[config.mk]
export PLATFORM = sky130hd
export DESIGN_NAME = pipe_stage_skid
export DESIGN_NICKNAME = d
export VERILOG_FILES = /design/src/rtl/pipe_pkg.sv /design/src/rtl/sat_counter.sv /design/src/rtl/pipe_stage_skid.sv
export SDC_FILE = /design/constraint.sdc
export NUM_CORES = 1
export LEC_CHECK = 0
export CAP_MARGIN = 20
export CELL_PAD_IN_SITES_DETAIL_PLACEMENT = 2
export CELL_PAD_IN_SITES_GLOBAL_PLACEMENT = 2
export CORE_ASPECT_RATIO = 1.4
export CORE_MARGIN = 2
export CORE_UTILIZATION = 26
export DETAILED_ROUTE_END_ITERATION = 8
export GPL_TIMING_DRIVEN = 0
export HOLD_SLACK_MARGIN = 0.03
export PLACE_DENSITY_LB_ADDON = 0.1
export SLEW_MARGIN = 10
export SYNTH_ARGS = -nofsm -noshare
export SYNTH_HDL_FRONTEND = slang
export SYNTH_SLANG_ARGS = --single-unit
[constraint.sdc]
create_clock -name clk -period 7.35 [get_ports clk]
set_input_delay 1.1025 -clock clk [delete_from_list [all_inputs] [get_ports clk]]
set_output_delay 1.1025 -clock clk [all_outputs]
set_load 0.1 [all_outputs]
[src/rtl/pipe_pkg.sv]
// Shared types and defaults for the elastic pipeline stage.
package pipe_pkg;

    // Occupancy of the stage: nothing, main register only, main plus skid.
    typedef enum logic [1:0] {
        ST_EMPTY,
        ST_ONE,
        ST_FULL
    } stage_state_t;

    localparam int unsigned PIPE_CTRL_W_DEF = 4;
    localparam int unsigned PIPE_CNT_W_DEF  = 32;

endpackage

[src/rtl/sat_counter.sv]
// Saturating up-counter with synchronous clear; clear beats increment.
module sat_counter
    import pipe_pkg::*;
#(
    parameter int unsigned W = PIPE_CNT_W_DEF
) (
    input  logic         clk,
    input  logic         rst,
    input  logic         inc,
    input  logic         clr,
    output logic [W-1:0] count
);

    logic [W-1:0] count_q;

    // Count up on inc, stick at all-ones, clear on clr.
    always_ff @(posedge clk or posedge rst) begin
        if (rst) begin
            count_q <= '0;
        end else if (clr) begin
            count_q <= '0;
        end else if (inc && (count_q != {W{1'b1}})) begin
            count_q <= count_q + 1'b1;
        end
    end

    assign count = count_q;

endmodule

[src/rtl/pipe_stage_skid.sv]
// Elastic two-entry pipeline register (main + skid) with valid/ready handshake,
// registered in_ready and synchronous flush of in-flight control.
// Define PIPE_STAGE_PERF_EN to build the stall/bubble performance counters;
// otherwise the counter outputs read 0 and perf_clr is ignored.
module pipe_stage_skid
    import pipe_pkg::*;
#(
    parameter int unsigned CTRL_W = PIPE_CTRL_W_DEF,
    parameter int unsigned DATA_W = 101,
    parameter int unsigned CNT_W  = PIPE_CNT_W_DEF
) (
    input  logic              clk,
    input  logic              rst,
    input  logic              flush,
    input  logic              in_valid,
    output logic              in_ready,
    input  logic [CTRL_W-1:0] in_ctrl,
    input  logic [DATA_W-1:0] in_data,
    output logic              out_valid,
    input  logic              out_ready,
    output logic [CTRL_W-1:0] out_ctrl,
    output logic [DATA_W-1:0] out_data,
    input  logic              perf_clr,
    output logic [CNT_W-1:0]  stall_cycles,
    output logic [CNT_W-1:0]  bubble_cycles
);

    stage_state_t      state_q;
    logic              in_ready_q;
    logic [CTRL_W-1:0] main_ctrl_q;
    logic [DATA_W-1:0] main_data_q;
    logic [CTRL_W-1:0] skid_ctrl_q;
    logic [DATA_W-1:0] skid_data_q;
    logic              acc;
    logic              pop;

    assign out_valid = (state_q != ST_EMPTY);
    assign acc       = in_valid & in_ready_q;
    assign pop       = out_valid & out_ready;

    // Occupancy FSM; in_ready is precomputed for the next state so it leaves a flop.
    always_ff @(posedge clk or posedge rst) begin
        if (rst) begin
            state_q     <= ST_EMPTY;
            in_ready_q  <= 1'b1;
            main_ctrl_q <= '0;
            main_data_q <= '0;
            skid_ctrl_q <= '0;
            skid_data_q <= '0;
        end else if (flush) begin
            // Kill control only; stale data is harmless behind out_valid=0.
            state_q     <= ST_EMPTY;
            in_ready_q  <= 1'b1;
            main_ctrl_q <= '0;
            skid_ctrl_q <= '0;
        end else begin
            case (state_q)
                ST_EMPTY: begin
                    if (acc) begin
                        main_ctrl_q <= in_ctrl;
                        main_data_q <= in_data;
                        state_q     <= ST_ONE;
                    end
                end
                ST_ONE: begin
                    if (acc && !pop) begin
                        // Downstream stalled: park the new entry behind main.
                        skid_ctrl_q <= in_ctrl;
                        skid_data_q <= in_data;
                        state_q     <= ST_FULL;
                        in_ready_q  <= 1'b0;
                    end else if (acc) begin
                        main_ctrl_q <= in_ctrl;
                        main_data_q <= in_data;
                    end else if (pop) begin
                        state_q <= ST_EMPTY;
                    end
                end
                ST_FULL: begin
                    if (pop) begin
                        main_ctrl_q <= skid_ctrl_q;
                        main_data_q <= skid_data_q;
                        state_q     <= ST_ONE;
                        in_ready_q  <= 1'b1;
                    end
                end
                default: begin
                    state_q    <= ST_EMPTY;
                    in_ready_q <= 1'b1;
                end
            endcase
        end
    end

    // Control is masked whenever nothing valid is presented.
    always_comb begin
        out_ctrl = '0;
        if (out_valid) begin
            out_ctrl = main_ctrl_q;
        end
    end

    assign in_ready = in_ready_q;
    assign out_data = main_data_q;

`ifdef PIPE_STAGE_PERF_EN
    sat_counter #(
        .W(CNT_W)
    ) u_stall_cnt (
        .clk  (clk),
        .rst  (rst),
        .inc  (out_valid & ~out_ready),
        .clr  (perf_clr),
        .count(stall_cycles)
    );

    sat_counter #(
        .W(CNT_W)
    ) u_bubble_cnt (
        .clk  (clk),
        .rst  (rst),
        .inc  (~out_valid),
        .clr  (perf_clr),
        .count(bubble_cycles)
    );
`else
    logic unused_perf_clr;
    assign unused_perf_clr = perf_clr;
    assign stall_cycles    = '0;
    assign bubble_cycles   = '0;
`endif

endmodule

==> flow_metrics.tcl, run 1 <==
set metrics [dict create \
    final-setup-viol-count 0 \
    finalWorstPathRequiredPeriod_ns 3.634 \
    crit_fanout 8 \
    switching_share_pct 44.65 \
    std_cell_rows 82 \
    fin_skew_ns 0.007391 \
    finalCritPeriodShare_pct 49.44 \
    cts-root-buf "clkbuf_16" \
    gr-total-overflow 0 \
    post_synth_num_cell_types 31 \
    headroom_to_the_max_slew_limit_pct 28.77 \
    synthSimpleGateAreaFrac_pct 17.65 \
    cellLeakagePower_nw 6.590 \
    yosysWarningCount 0 \
    wl_per_cell_um 17.50 \
    final_antenna_net_count 0 \
    drt_iter0_drc 225 \
    muxShareOfSynthArea_pct 11.23 \
    hp-class "reg -> reg" \
    number_of_buffers_inserted_during_clock_tree_synthesis 25 \
    fin_worst_hold_slack_ns 0.4734 \
    async_flop_share_pct 100.0 \
    post-place-ws_ns 3.734 \
    worst_ep_required_time_ns 6.25 \
    layout.nets 1411 \
    syn_avg_cell_area_sq_um 9.578 \
    vias 7818 \
    status "complete, no violations" \
    detail_route.first_pass.iterations 4 \
    floorplan.initialDensity_pct 26.46 \
    comb_pwr_share_pct 40.2 \
    route.final.wire_length_um 31140 \
    portBuffers 216 \
    fp.coreArea_sq_mm 0.03591 \
    worst_slew_pin_slew_ns 1.065 \
    power.internal_mw 2.714 \
    initial_antenna_violation_count 1 \
    number_of_global_route_vias_before_repair 8550 \
    remaining_drc_errors 0 \
    synth_edf_count 0 \
    rsz0062_at_grt "false" \
    setup_total_negative_slack_ns 0 \
    drive_gt1_share_pct 12.53 \
    vdd.ir_drop.worst_v 0.0002082 \
    die_area_sq_mm 0.03811 \
    critPathKind "reg -> out" \
    hold_violations 0 \
    insertion_delay_ns 0.52 \
    hold_buffers 0 \
    post_synth_fa_ha_maj_area_fraction_pct 0 \
    htree_levels 1 \
    multiInputGateArea_sq_mm 0.003592 \
    clk_pin_slew_ns 0.06 \
    dp.final_hpwl_um 22060 \
    ys_ff_latch 213 \
    synthFlopType "dfrtp_1" \
    fp.dieH_um 230.2 \
    ctsResizeCount 0 \
    syn_area_sq_mm 0.009502 \
    ctsLongestPathBuffers 3 \
    die-width_um 165.6 \
    max_cap_violations 0 \
    ff_latch_area_sq_mm 0.005331 \
    cts_tree "done" \
    cts_sinks 213 \
    ios 282 \
    most-common-layout-cells "314 x nand2_1, 216 x clkdlybuf4s50_1, 212 x dfrtp_1" \
    place.gp.congestion 0.7117 \
    pin_count_of_the_biggest_net_entering_global_routing 94 \
    num-fill-cells 4035 \
    worst_setup_path_start_kind "flop" \
    share_of_the_synthesized_area_in_compound_gates_ao_oa_aoi_oai_pct 6.400 \
    drt-vias-per-instance 4.395 \
    seq_power_share_pct 33.7 \
    synth_sequential_area_ratio_pct 56.11 \
    synth_cells 992 \
    grt_util_all_layers_pct 16.34 \
    cts_post_setup_buffers_inserted 0 \
    power.density_cell_area_mw_per_mm2 366.6 \
    worst_setup_margin_ns 3.716 \
    share_clk_of_total_power_pct 26.0 \
    area_delta_synth_final_pct 40.76 \
    antenna_cells_inserted 0 \
    grt_pass1_wl_um 48890 \
    main_combinational_cell_family_by_area_after_synthesis "simple AND/OR/NAND/NOR gates" \
    max_transition_viols_final 0 \
    p_switching_mw 2.189 \
    most_common_cell_after_layout_fill_and_taps_aside "nand2_1" \
    max_freq_ghz 0.2752 \
    critical_path.endpoint_type "primary output" \
    synth-xor-area-share_pct 0 \
    timing.critical_path.arrival_ns 2.53 \
]
cells by family after synthesis:
family,count (synthesis)
buffers and inverters,125
flip-flops,213
AND/OR/NAND/NOR,432
AO/OA/AOI/OAI,115
multiplexers,106
other,1
cell usage after synthesis, types with 2 or more instances:
library cell    n  share of area (%)
nand2_1       314                 12
dfrtp_1       212                 56
a21oi_1       106                5.6
nor2_1        103                4.1
mux2i_1       101                 11
buf_4          77                6.1
buf_2          36                1.9
clkbuf_1        6               0.24
nor2b_1         6               0.40
a22o_1          4               0.37
mux2_1          4               0.47
inv_1           3               0.12
nand2b_1        2               0.13
power groups by stage:
stage                     Sequential [mW]  Combinational, mW  Clock [mW]
final                                1.65               1.97        1.27
after global routing                 1.70               2.09        1.37
after CTS                            1.66               2.00        1.33
after detailed placement             1.68               1.99           0
after global placement               1.66               1.96           0
after floorplan                      2.61              0.532           0
critical path: stages, from the launching register on:
cell and delay, ns:
dfrtp_1 0.46, nor2_1 0.16, nor2b_1 0.21, clkdlybuf4s50_1 1.16
cell type report:
cell class / count / share of cell area, %
multi-input cells: 717 / 26.86
well taps: 462 / 4.322
inverters: 3 / 0.1403
flip-flops and latches: 213 / 39.86
repair buffers: 218 / 16.58
clock buffers: 34 / 5.454
clock inverters: 10 / 0.7765
plain buffers: 122 / 6.006
layer usage:
| layer | up-vias | GRT usage, % | share of wire (%) |
|---|---|---|---|
| met1 | 3915 | 19.52 | 41 |
| li1 | 3691 | - | - |
| met4 | 2 | 3.475 | 1.5 |
| met2 | 174 | 29.06 | 51 |
| met3 | 36 | 4.437 | 6.6 |
| met5 | - | 0 | 0.026 |
flip-flops by register name, summed over array words and instances, names as in the netlist:
signal and count:
skid_ctrl_q 4, state_q 2, main_ctrl_q 4, in_ready 1
skid_data_q 101, out_data 101
metrics by stage:
| stage | instances | total power, mW | instance area, sq um | utilization (%) |
|---|---|---|---|---|
| 3_5_place_dp | 1735 | 3.668 | 12540 | 34.92 |
| 2_1_floorplan | 1055 | 3.137 | 9738 | - |
| 6_report | 1779 | 4.903 | 13370 | 37.24 |
| 4_1_cts | 1779 | 4.987 | 13370 | 37.24 |
| 5_1_grt | 1779 | 5.153 | 13370 | 37.24 |
| 3_3_place_gp | 1733 | 3.623 | 12480 | 34.75 |
path summary, 6_finish.rpt:
check / to / start / depth (start not counted) / slack, ns
min in group asynchronous: out_data[7] / rst / 2 / 0.96
hold / removal: skid_data_q[38] / skid_data_q[38] / 2 / 0.47
max in group asynchronous: skid_data_q[56] / rst / 3 / 5.56
setup reg to reg: skid_data_q[45] / in_ready / 6 / 4.96
hold reg to reg: skid_data_q[38] / skid_data_q[38] / 2 / 0.47
setup / recovery: out_ctrl[2] / state_q[0] / 3 / 3.72
Power figures use the tool's default switching activity.
==> run 2, diff against run 1 <==
Settings changed: CORE_UTILIZATION 26 to 28.
Clock period 7.35 ns to 3.51 ns, I/O delays scaled along.
==> run 2 against run 1 <==
- critical path depth unchanged
- worst hold slack worse by 0.016 ns
- flip-flop and latch count unchanged
- critical path type unchanged
==> flow_metrics.tcl, run 2 (synthesis results as in run 1) <==
set metrics [dict create \
    status "complete, no violations" \
    portBuffers 216 \
    switching_share_pct 45.09 \
    critical_path.endpoint_type "primary output" \
    global_route.usage.met3_pct 4.190 \
    num-fill-cells 3689 \
    cts_sinks 213 \
    area_delta_synth_final_pct 40.37 \
    final-setup-viol-count 0 \
    hold_buffers 0 \
    power.internal_mw 5.528 \
    ff_latch_area_sq_mm 0.005331 \
    placedInstanceArea_sq_mm 0.01258 \
    number_of_global_route_vias_before_repair 8793 \
    finalWorstPathRequiredPeriod_ns 3.041 \
    fin_skew_ns 0.008123 \
    grt_pass1_wl_um 49500 \
    p_switching_mw 4.539 \
    wl_per_cell_um 17.63 \
    crit_fanout 8 \
    cts_tree "done" \
    max_transition_viols_final 0 \
    hp-class "in -> async" \
    share_clk_of_total_power_pct 24.4 \
    worst_slew_pin_slew_ns 1.059 \
    place.gp.congestion 0.7241 \
    multiInputGateArea_sq_mm 0.003592 \
    drt_iter0_drc 245 \
    worst_ep_required_time_ns 2.98 \
    most-common-layout-cells "314 x nand2_1, 216 x clkdlybuf4s50_1, 212 x dfrtp_1" \
    floorplan.initialDensity_pct 28.52 \
    detail_route.first_pass.iterations 4 \
    grt_util_all_layers_pct 17.50 \
    ios 282 \
    gr-total-overflow 0 \
    grt_most_used_layer "met2" \
    fp.coreArea_sq_mm 0.03331 \
    post-place-ws_ns 0.5118 \
    final_antenna_net_count 0 \
    dp.final_hpwl_um 22520 \
    final_area_sq_mm 0.01334 \
    cts-root-buf "clkbuf_16" \
    clk_pin_slew_ns 0.06 \
    ctsResizeCount 0 \
    route.final.wire_length_um 31120 \
    htree_levels 1 \
    layout.core_utilization_pct 40.04 \
    rsz0062_at_grt "false" \
    seq_power_share_pct 34.5 \
    drt-vias-per-instance 4.441 \
    hold_violations 0 \
    critPathKind "reg -> out" \
    most_common_cell_after_layout_fill_and_taps_aside "nand2_1" \
    setup.reg_to_reg.worst_slack_ns 1.20 \
    die-width_um 159.7 \
    pin_count_of_the_biggest_net_entering_global_routing 35 \
    groute.layer.met1.usage_pct 20.05 \
    worst_setup_margin_ns 0.4693 \
    remaining_drc_errors 0 \
    power.density_cell_area_mw_per_mm2 754.7 \
    layout.nets 1415 \
    std_cell_rows 79 \
    initial_antenna_violation_count 2 \
    worst_setup_path_start_kind "flop" \
    comb_pwr_share_pct 41.1 \
    max_cap_violations 0 \
    ctsLongestPathBuffers 3 \
    fp.dieH_um 222.0 \
    groute.layer.met2.usage_pct 32.41 \
    cts_post_setup_buffers_inserted 0 \
    die_area_sq_mm 0.03545 \
    headroom_to_the_max_slew_limit_pct 29.18 \
    drive_gt1_share_pct 12.13 \
    finalCritPeriodShare_pct 86.63 \
    number_of_buffers_inserted_during_clock_tree_synthesis 25 \
    vdd.ir_drop.worst_v 0.0004403 \
    timing.critical_path.arrival_ns 2.51 \
    max_freq_ghz 0.3289 \
    cellLeakagePower_nw 6.561 \
    vias 7839 \
    insertion_delay_ns 0.52 \
]
==> run 2: changes by cell type in the layout (fill, tap and decap cells not counted), sizes merged <==
cell      previous run  this run
clkinv               8         1
clkbuf              41        47
buf                117       121
bufinv               2         0
clkinvlp             0         2
diode                0         1
inv                  3         2
==> run 2: layout make-up <==
cell class                 instances  area share, %
antenna                            1        0.01876
timing repair buffer             222          17.11
buffer                           122          6.023
clock inverter                     2        0.09381
tap                              445          4.174
inverter                           3         0.1126
clock buffer                      40          5.563
sequential                       213          39.97
multi-input combinational        717          26.93
==> run 2: layer usage <==
metal	share of wire (%)	wire length (um)
met1	40	12300
met2	53	16410
met3	5.8	1796
met4	1.9	587
met5	0.042	13
==> run 2: stage by stage <==
stage	power [mW]	cells	setup TNS, ns	hold slack, ns
finish	10.07	1765	0	0.4572
global route	10.56	1765	0	0.4947
CTS	10.23	1764	0	0.4558
detailed placement	7.691	1722	0	0.4667
global placement	7.583	1716	-402.45	0.4562
floorplan	6.571	1055	0	0.4438
==> run 2: critical path, stage by stage, from the launching register on <==
cell and delay, ns:
dfrtp_1 0.48, nor2_1 0.17, nor2b_1 0.19, clkdlybuf4s50_1 1.16
==> run 2: worst paths after layout <==
kind                       cells past startpoint              end             from
setup / recovery                               3      out_ctrl[1]       state_q[0]
hold / removal                                 2     out_data[91]              rst
setup reg to reg                               5  skid_data_q[86]         in_ready
hold reg to reg                                2  skid_data_q[62]  skid_data_q[62]
max in group asynchronous                      6  skid_data_q[37]              rst
min in group clk                               2  skid_data_q[62]  skid_data_q[62]
==> run 2: power groups by stage <==
stage               Sequential (mW)  Clock (mW)  Combinational (mW)
floorplan                      5.46           0                1.11
global placement               3.49           0                4.09
detailed placement             3.52           0                4.17
CTS                            3.49        2.56                4.19
global route                   3.56        2.64                4.36
finish                         3.47        2.45                4.14
